==> config.mk <==
export PLATFORM = sky130hd
export DESIGN_NAME = reorder_buffer_flat
export DESIGN_NICKNAME = d
export VERILOG_FILES = /design/src/rtl/reorder_buffer_if.sv /design/src/rtl/reorder_buffer.sv /design/src/flat_wrapper.sv
export SDC_FILE = /design/constraint.sdc
export NUM_CORES = 1
export LEC_CHECK = 0
export CORE_MARGIN = 4
export CORE_UTILIZATION = 52
export DETAILED_ROUTE_END_ITERATION = 8
export GPL_ROUTABILITY_DRIVEN = 0
export PLACE_DENSITY = 0.76
export SYNTH_ARGS = -nofsm -noshare
export SYNTH_HDL_FRONTEND = slang
export SYNTH_SLANG_ARGS = --single-unit
==> constraint.sdc <==
create_clock -name clk -period 2.41 [get_ports clk]
set_input_delay 0.3615 -clock clk [delete_from_list [all_inputs] [get_ports clk]]
set_output_delay 0.3615 -clock clk [all_outputs]
set_load 0.01 [all_outputs]
==> src/rtl/reorder_buffer_if.sv <==
// ---------------------------------------------------------------------------
// reorder_buffer_if
// Purpose : bundles the dispatch, completion (CDB), retirement and status
//           signals of reorder_buffer into one interface.
// Modports: master - decoder/CDB/free-list side (drives dispatch + CDB)
//           slave  - the reorder buffer itself
// Signals :
//   dispatch_valid/has_dest/dest/dest_old  renamed instruction offered
//   dispatch_ready                         buffer can accept this cycle
//   dispatch_tag                           tag the offered entry will receive
//   cdb_valid/cdb_tag                      completion broadcast
//   return_flag/commit_phys_reg            registered preg return to free list
//   rob_count/rob_empty                    occupancy status
//   flush                                  only when ROB_FLUSH_EN is defined
//
// Handshake: a dispatch transfer happens on a rising clk edge where
// dispatch_valid && dispatch_ready are both 1. dispatch_ready depends only on
// the buffer occupancy, never on dispatch_valid. cdb_valid and return_flag are
// single-cycle pulses with no back-pressure.
// ---------------------------------------------------------------------------
interface reorder_buffer_if #(
    parameter int ROB_DEPTH = 8,
    parameter int PREG_W    = 5
);
    localparam int TAG_W = $clog2(ROB_DEPTH);

    logic              dispatch_valid;
    logic              dispatch_has_dest;
    logic [PREG_W-1:0] dispatch_dest;
    logic [PREG_W-1:0] dispatch_dest_old;
    logic              dispatch_ready;
    logic [TAG_W-1:0]  dispatch_tag;
    logic              cdb_valid;
    logic [TAG_W-1:0]  cdb_tag;
    logic              return_flag;
    logic [PREG_W-1:0] commit_phys_reg;
    logic [TAG_W:0]    rob_count;
    logic              rob_empty;
`ifdef ROB_FLUSH_EN
    logic              flush;
`endif

    modport master (
`ifdef ROB_FLUSH_EN
        output flush,
`endif
        output dispatch_valid, dispatch_has_dest, dispatch_dest, dispatch_dest_old,
        output cdb_valid, cdb_tag,
        input  dispatch_ready, dispatch_tag, return_flag, commit_phys_reg,
        input  rob_count, rob_empty
    );

    modport slave (
`ifdef ROB_FLUSH_EN
        input  flush,
`endif
        input  dispatch_valid, dispatch_has_dest, dispatch_dest, dispatch_dest_old,
        input  cdb_valid, cdb_tag,
        output dispatch_ready, dispatch_tag, return_flag, commit_phys_reg,
        output rob_count, rob_empty
    );
endinterface

==> src/rtl/reorder_buffer.sv <==
// ---------------------------------------------------------------------------
// reorder_buffer
// Purpose : in-order retirement buffer behind register renaming. Renamed
//           instructions are allocated at the tail, marked done by the CDB,
//           and retired from the head one per cycle in program order. Each
//           retirement hands the previous mapping (dest_old) back to the
//           rename free list, except preg 0 or entries without a dest.
// Ports   :
//   clk    rising-edge clock
//   reset  asynchronous, active-high
//   rob    reorder_buffer_if.slave (dispatch, CDB, retire, status)
// Option  : define ROB_FLUSH_EN to add the rob.flush squash input.
// ---------------------------------------------------------------------------
module reorder_buffer #(
    parameter int ROB_DEPTH = 8,
    parameter int PREG_W    = 5
) (
    input  logic            clk,
    input  logic            reset,
    reorder_buffer_if.slave rob
);
    localparam int TAG_W = $clog2(ROB_DEPTH);
    localparam logic [TAG_W:0] FULL_CNT = (TAG_W+1)'(ROB_DEPTH);

    // Per-entry storage
    logic [ROB_DEPTH-1:0] r_valid;
    logic [ROB_DEPTH-1:0] r_done;
    logic [ROB_DEPTH-1:0] r_has_dest;
    logic [PREG_W-1:0]    r_dest     [ROB_DEPTH];
    logic [PREG_W-1:0]    r_dest_old [ROB_DEPTH];

    logic [TAG_W-1:0]     r_head;
    logic [TAG_W-1:0]     r_tail;
    logic [TAG_W:0]       r_count;
    logic                 r_return_flag;
    logic [PREG_W-1:0]    r_commit_phys_reg;

    logic                 w_dispatch;
    logic                 w_retire;
    logic                 w_return;
    logic                 w_flush;
    logic                 w_unused_dest;

`ifdef ROB_FLUSH_EN
    assign w_flush = rob.flush;
`else
    assign w_flush = 1'b0;
`endif

    // Ready looks at the registered count only: a full buffer stalls dispatch
    // even on an edge where the head retires.
    assign rob.dispatch_ready  = (r_count != FULL_CNT);
    assign rob.dispatch_tag    = r_tail;
    assign rob.rob_count       = r_count;
    assign rob.rob_empty       = (r_count == '0);
    assign rob.return_flag     = r_return_flag;
    assign rob.commit_phys_reg = r_commit_phys_reg;

    assign w_dispatch = rob.dispatch_valid && (r_count != FULL_CNT);
    // Uses the done bit as it stood before this edge, so a CDB hitting the
    // head on the same edge retires one edge later.
    assign w_retire   = r_valid[r_head] && r_done[r_head];
    // Preg 0 is the hard-wired zero mapping and never goes back to the pool.
    assign w_return   = r_has_dest[r_head] && (r_dest_old[r_head] != '0);

    // The new dest is kept with the entry for debug visibility only; retirement
    // needs just dest_old.
    assign w_unused_dest = ^r_dest[r_head];

    always_ff @(posedge clk or posedge reset) begin
        if (reset) begin
            r_valid           <= '0;
            r_done            <= '0;
            r_has_dest        <= '0;
            r_head            <= '0;
            r_tail            <= '0;
            r_count           <= '0;
            r_return_flag     <= 1'b0;
            r_commit_phys_reg <= '0;
            for (int i = 0; i < ROB_DEPTH; i++) begin
                r_dest[i]     <= '0;
                r_dest_old[i] <= '0;
            end
        end else if (w_flush) begin
            r_valid           <= '0;
            r_done            <= '0;
            r_head            <= '0;
            r_tail            <= '0;
            r_count           <= '0;
            r_return_flag     <= 1'b0;
            r_commit_phys_reg <= '0;
        end else begin
            // Completion first; retire and dispatch below override it on the
            // same entry (later non-blocking assignments win).
            if (rob.cdb_valid && r_valid[rob.cdb_tag]) begin
                r_done[rob.cdb_tag] <= 1'b1;
            end

            if (w_retire) begin
                r_valid[r_head]   <= 1'b0;
                r_done[r_head]    <= 1'b0;
                r_head            <= r_head + TAG_W'(1);
                r_return_flag     <= w_return;
                r_commit_phys_reg <= w_return ? r_dest_old[r_head] : '0;
            end else begin
                r_return_flag     <= 1'b0;
                r_commit_phys_reg <= '0;
            end

            // A CDB naming the slot being allocated loses to the allocation.
            if (w_dispatch) begin
                r_valid[r_tail]    <= 1'b1;
                r_done[r_tail]     <= 1'b0;
                r_has_dest[r_tail] <= rob.dispatch_has_dest;
                r_dest[r_tail]     <= rob.dispatch_dest;
                r_dest_old[r_tail] <= rob.dispatch_dest_old;
                r_tail             <= r_tail + TAG_W'(1);
            end

            case ({w_dispatch, w_retire})
                2'b10:   r_count <= r_count + (TAG_W+1)'(1);
                2'b01:   r_count <= r_count - (TAG_W+1)'(1);
                default: r_count <= r_count;
            endcase
        end
    end
endmodule

==> src/flat_wrapper.sv <==
// flat-port wrapper written by rule: the top's interface ports become plain ports
module reorder_buffer_flat 
#(
    parameter int ROB_DEPTH = 8,
    parameter int PREG_W    = 5
)
  (clk, reset, rob_dispatch_valid, rob_dispatch_has_dest, rob_dispatch_dest, rob_dispatch_dest_old, rob_cdb_valid, rob_cdb_tag, rob_dispatch_ready, rob_dispatch_tag, rob_return_flag, rob_commit_phys_reg, rob_rob_count, rob_rob_empty);
  reorder_buffer_if #(.ROB_DEPTH(ROB_DEPTH), .PREG_W(PREG_W)) rob_i ();
  input  logic clk;
  input  logic reset;
  input wire logic [$bits(rob_i.dispatch_valid)-1:0] rob_dispatch_valid;
  input wire logic [$bits(rob_i.dispatch_has_dest)-1:0] rob_dispatch_has_dest;
  input wire logic [$bits(rob_i.dispatch_dest)-1:0] rob_dispatch_dest;
  input wire logic [$bits(rob_i.dispatch_dest_old)-1:0] rob_dispatch_dest_old;
  input wire logic [$bits(rob_i.cdb_valid)-1:0] rob_cdb_valid;
  input wire logic [$bits(rob_i.cdb_tag)-1:0] rob_cdb_tag;
  output wire logic [$bits(rob_i.dispatch_ready)-1:0] rob_dispatch_ready;
  output wire logic [$bits(rob_i.dispatch_tag)-1:0] rob_dispatch_tag;
  output wire logic [$bits(rob_i.return_flag)-1:0] rob_return_flag;
  output wire logic [$bits(rob_i.commit_phys_reg)-1:0] rob_commit_phys_reg;
  output wire logic [$bits(rob_i.rob_count)-1:0] rob_rob_count;
  output wire logic [$bits(rob_i.rob_empty)-1:0] rob_rob_empty;
  assign rob_i.dispatch_valid = rob_dispatch_valid;
  assign rob_i.dispatch_has_dest = rob_dispatch_has_dest;
  assign rob_i.dispatch_dest = rob_dispatch_dest;
  assign rob_i.dispatch_dest_old = rob_dispatch_dest_old;
  assign rob_i.cdb_valid = rob_cdb_valid;
  assign rob_i.cdb_tag = rob_cdb_tag;
  assign rob_dispatch_ready = rob_i.dispatch_ready;
  assign rob_dispatch_tag = rob_i.dispatch_tag;
  assign rob_return_flag = rob_i.return_flag;
  assign rob_commit_phys_reg = rob_i.commit_phys_reg;
  assign rob_rob_count = rob_i.rob_count;
  assign rob_rob_empty = rob_i.rob_empty;
  reorder_buffer #(.ROB_DEPTH(ROB_DEPTH), .PREG_W(PREG_W)) u_core (.clk(clk), .reset(reset), .rob(rob_i));
endmodule
# After elaboration in Yosys (flattened, before gate mapping)

Cells that the tools add are included.
Widths: inputs -> output; s select.

Add/subtract/negate cells: 4
Muxes and demuxes: 30
Magnitude comparators: 9
Eq/ne operators: 3
Reduce and logical (&&, ||, !) cells: 11
Bitwise operators: 9

Operators with widths:

| operator            | number |
|---|---|
| $bwmux 40           | 1 |
| $mux 8              | 5 |
| $mux 5              | 5 |
| $and 8x8->8         | 3 |
| $not 8->8           | 2 |
| $or 8x8->8          | 2 |
| $bmux 5 s3          | 1 |
| $demux 5 s3         | 1 |
| $bmux 1 s3          | 4 |
| $lt 3x4->1 const B  | 3 |
| $demux 1 s3         | 3 |
| $ge 3x1->1 const B  | 3 |
| $bwmux 8            | 1 |
| $ge 4x4->1 const B  | 2 |
| $logic_and 1x1->1   | 8 |
| $mux 1              | 8 |
| $not 3->4           | 2 |
| $pmux 4 s2          | 1 |
| $add 3x1->3 const B | 2 |
| $reduce_bool 5->1   | 1 |
| $add 4x1->4 const B | 1 |
| $logic_not 4->1     | 1 |
| $lt 4x1->1 const B  | 1 |
| $ne 4x4->1 const B  | 1 |
| other kinds (4)     | 4 |

Word-level logic and storage cells: 82
Output and inout bits: 15
Flip-flop bits (word level): 80
Input bits: 18

# Longest topological paths before layout

Depth after elaboration: 10
Mapped depth: 13
Mapped depth without buffers: 11

# Worst setup path before layout

OpenSTA, ideal clock, no wires.

Path kind: reg-to-reg
From: reg u_core.r_count[1] (netlist: u_core.rob.rob_count[1])
To: reg u_core.r_count[2] (netlist: u_core.rob.rob_count[2])
Library setup time: 130 ps
Required time: 2280 ps
Slack: -132 ps
Arrival: 2412 ps
Period minus slack after synthesis: 2542 ps
Stages on the path, launching flop included: 13
Buffers on the path: 2
Cell sequence: dfrtp_1 -> buf_4 -> or4b_4 -> and2_4 -> buf_12 -> inv_6 -> ha_1 -> xor2_1 -> ha_1 -> a21oi_1 -> xor2_1 -> nor2_1 -> xor2_1

Longest elaborated chain between the ends: 4
Elaborated cells on any way between the ends: 8
Classes of those cells: add/sub (2); eq/ne (3); mux (1); reduce/logical (2)

Ends and longest elaborated chain:

| item                                                   | RTL line              | source |
|---|---|---|
| from (decl)                                            | reorder_buffer.sv:34  | `logic [TAG_W:0] r_count;` |
| from (signal assigned)                                 | reorder_buffer.sv:121 | `2'b10: r_count <= r_count + (TAG_W+1)'(1);` |
| from (signal assigned)                                 | reorder_buffer.sv:122 | `2'b01: r_count <= r_count - (TAG_W+1)'(1);` |
| from (signal assigned)                                 | reorder_buffer.sv:123 | `default: r_count <= r_count;` |
| $ne 4x4->1 *                                           | --                    |  |
| via rob_dispatch_ready                                 | flat_wrapper.sv:17    | `output wire logic [$bits(rob_i.dispatch_ready)-1:0] rob_dispatch_ready;` |
| $logic_and 1x1->1 *                                    | reorder_buffer.sv:59  | `assign w_dispatch = rob.dispatch_valid && (r_count != FULL_CNT);` |
| $eq 2x1->1 / $eq 2x2->1 (equally long branches)        | reorder_buffer.sv:120 | `case ({w_dispatch, w_retire})` |
| $pmux 4 s2 / $reduce_bool 2->1 (equally long branches) | --                    |  |

The timed path passes the listed nets; every way through them passes the cells marked *.
A chain may end at the register's enable or synchronous reset.

# Worst setup path after layout

From: reg u_core.r_head[0]
To: reg u_core.r_count[2] (netlist: u_core.rob.rob_count[2])

Longest elaborated chain between the ends: 5
Elaborated cells on any way between the ends: 9
Classes of those cells: eq/ne (2); mux (5); reduce/logical (2)

Ends and longest elaborated chain:

| item                                                   | RTL line              | source |
|---|---|---|
| from (decl)                                            | reorder_buffer.sv:32  | `logic [TAG_W-1:0] r_head;` |
| from (signal assigned)                                 | reorder_buffer.sv:102 | `r_head <= r_head + TAG_W'(1);` |
| $bmux 1 s3                                             | reorder_buffer.sv:62  | `assign w_retire = r_valid[r_head] && r_done[r_head];` |
| $mux 1 (implied by the code)                           | reorder_buffer.sv:62  |  |
| $logic_and 1x1->1 *                                    | reorder_buffer.sv:62  |  |
| via u_core.w_retire                                    | reorder_buffer.sv:39  | `logic w_retire;` |
| $eq 2x1->1 / $eq 2x2->1 (equally long branches)        | reorder_buffer.sv:120 |  |
| $pmux 4 s2 / $reduce_bool 2->1 (equally long branches) | --                    |  |

The timed path passes the listed nets; every way through them passes the cells marked *. The select of a mux whose other input is x is not followed.

==> run_results.csv <==
group,metric,value,unit
clock_tree,cts_num_sinks,80,
die,core_region_area,7253,um^2
power,p_switching,2356,uW
setup_path,r2r_slack,0.05,ns
synthesis,yosys_warnings,0,
global_routing,grt_max_degree,47,
die,fp.dieW,94.52,um
global_routing,grt_util_met3,5.418,%
power,seqPwrFrac,37.5,%
layout,area_growth,18.13,%
synthesis,yosys-top-cells-count,"dfrtp_1, mux2_2, nand2_1, nor2_1, a21oi_1",
placed_design,io_buffers,27,
setup_path,slowest_delay,0.44,ns
synthesis,yosysSeqAreaShare,51.43,%
setup_path,arrival,2.63,ns
synthesis,synth.distinct_cells,49,
synthesis,syn_nets,332,
die,fp-row-count,31,
die,io_pins,33,
synthesis,synth_edf_count,0,
global_routing,grt.total_usage,20.22,%
power,clock_power_share,16.0,%
setup_path,crit_type,"reg -> reg",
power,p_leak,0.002032,uW
routing,drc,0,
worst_hold_path,holdCritPathClass,"in -> async",
synthesis,synthTopCellsByArea,"dfrtp_1, mux2_2, mux4_2, mux2i_1, nand2_1",
sta,slew_viol_final,0,
layout,largest_reg_flops,40,
setup_path,crit_path_end_kind,"flop",
sta,tightestPinTransition,0.4579,ns
sta,max_freq,0.4243,GHz
setup_path,critical_path.cell_chain,"nand3b_1 -> a22oi_2 -> o211ai_1 -> buf_4 -> a21oi_4 -> ha_4 -> xor2_1 -> ha_2 -> a21oi_2 -> xor2_1 -> nor2_1 -> xor2_1",
die,dieArea,8934,um^2
clock_tree,cts_tree,"done",
clock_tree,cts-root-buf,"clkbuf_8",
synthesis,avgSynthCellArea,12.60,um^2
sta,slew_headroom,69.36,%
routing,first_iter_violations,89,
global_routing,grt_use_met1,26.17,%
die,start_util,53.67,%
power,p_per_area,1439,nW/um^2
layout,layoutNonFillerInstCount,453,
synthesis,ys_ff_latch,80,
synthesis,async_flop_share,100.0,%
synthesis,synth_most_common_cell,"dfrtp_1",
sta,hold_ws,0.3486,ns
setup_path,startpoint_type,"flop",
global_routing,grt_pass1_vias,2702,
setup_path,cpMaxStageDelayCell,"dfrtp_2",
power,p_int,4263,uW
synthesis,synth_area,3892,um^2
placed_design,dpl.cell_count,433,
sta,setup_viol,0,
layout,utilization,63.39,%
synthesis,synthCells,309,
global_routing,grt.met2_usage,32.15,%
sta,fin_crit_sh,97.80,%
layout,design_area,4598,um^2
global_routing,overflow,0,
synthesis,ys.flop_type,"dfrtp_1",
setup_path,critPathBufInv,1,
layout,antenna_cells,0,
layout,drive_above_1_share,32.49,%
die,die_y,94.52,um
setup_path,critPathTopFamily,"compound AO/OA/AOI/OAI gates",
clock_tree,htreeDepth,3,
layout,top_register,"u_core.r_dest_old",
power,p_comb_share,46.5,%
placed_design,placed_area,4327,um^2
sta,rsz0062_at_grt,"true",
global_routing,grt_pass1_wl,13590,um
clock_tree,clockBufferDepth,2,
run_status,outcome,"finished, final reports clean",
clock_tree,clk_latency,0.35,ns
global_routing,top_usage_layer,"met2",
clock_tree,ctsHoldBuffers,0,
routing,postRouteAntennaNets,0,
setup_path,worstPathMaxFanout,5,
clock_tree,cts_made_buffers,9,
synthesis,synth.top_cell.area_share,51.43,%
routing,wl,8268,um
routing,vias_per_cell,5.823,
sta,fin_crit,2.357,ns
run,max-cap-violations,0,
routing,vias,2638,
sta,hold_viol,0,
clock_tree,clk_pin_slew,0.08,ns
placed_design,hpwl,5727,um
sta,skew,0.008273,ns
power,power,6619,uW
power,switching_share,35.60,%
routing,wl_per_cell,18.25,um
setup_path,required,2.68,ns
global_routing,grt_antenna_before_repair,0,
layout,nNetsFinal,372,
routing,firstDrtPassIters,4,
synthesis,synth_top_area_cell,"dfrtp_1",
setup_path,crit_top_cell,"xor2_1",
power,vdd_drop_max,0.6937,mV
[per-stage QoR]
stage               setup TNS (ns)  setup WS [ns]
floorplan                        0        0.01452
global placement                 0         0.1230
detailed placement               0        0.05678
CTS                              0        0.03547
global route              -0.09451       -0.09205
finish                           0        0.05295
[what timing repair did]
| item | 4_1_cts | 5_1_grt |
|---|---|---|
| setup buffers | 0 | 4 |
| endpoints found under the hold margin | 0 | 0 |
| gates resized for setup | 0 | 8 |
| setup endpoints to repair | 0 | 1 |
[area by class of cell]
class	instances	area (um^2)
fill	589	2655
sequential	80	2004
clock inverter	6	83.83
inverter	6	31.28
timing repair buffer	46	429.2
multi-input combinational	206	1798
clock buffer	10	127.6
tap	99	123.9
[final timing paths]
check,start,end,cells after the start
max,u_core.r_head[0],u_core.rob.rob_count[2],12
min,reset,u_core.r_done[0],2
max reg2reg,u_core.r_head[0],u_core.rob.rob_count[2],12
min reg2reg,u_core.rob.rob_count[3],u_core.rob.rob_count[3],1
max in group asynchronous,reset,u_core.r_head[1],3
min in group clk,u_core.rob.rob_count[3],u_core.rob.rob_count[3],1
[power by group through the flow]
stage	Sequential [uW]	Clock [uW]	Combinational (uW)
after floorplan	2340	0	2200
after global placement	2440	0	2840
after detailed placement	2490	0	2950
after CTS	2470	1070	2960
after global routing	2560	1130	3350
final	2480	1060	3080
[logic make-up after synthesis]
| logic type | share of synthesized area (%) |
|---|---|
| AOI/OAI and AO/OA | 6.172 |
| xor gates and xnor gates | 1.800 |
| adders and majority gates | 1.607 |
| buffers and inverters | 3.504 |
| muxes | 22.82 |
| and+or+nand+nor | 12.66 |
| DFF | 51.43 |
[layer usage]
| metal | part of all wire [%] | wire, um |
|---|---|---|
| met5 | 0 | 0 |
| met4 | 2.6 | 212 |
| met3 | 5.5 | 453 |
| met2 | 49 | 4041 |
| met1 | 43 | 3561 |
[cell usage in the layout (no fill, tap or decap), types with 3 or more instances in the layout]
cell type         n
buf_4            17
clkbuf_8          9
clkinv_2          3
nor2b_1           5
mux4_2            9
nor2_1           15
mux2_4            6
o21ai_0          11
ha_1              3
clkdlybuf4s50_1  27
xnor2_1           3
nand4b_2          3
mux2_2           44
nand2_1          25
nand2b_1          3
xor2_1            5
inv_1             4
or4b_4            3
a21oi_1          11
mux2i_1          10
dfrtp_1          78
nand3b_1          7
nand3_1           5
nand4_1           3
Note: power is estimated with default switching activity, not from simulation.
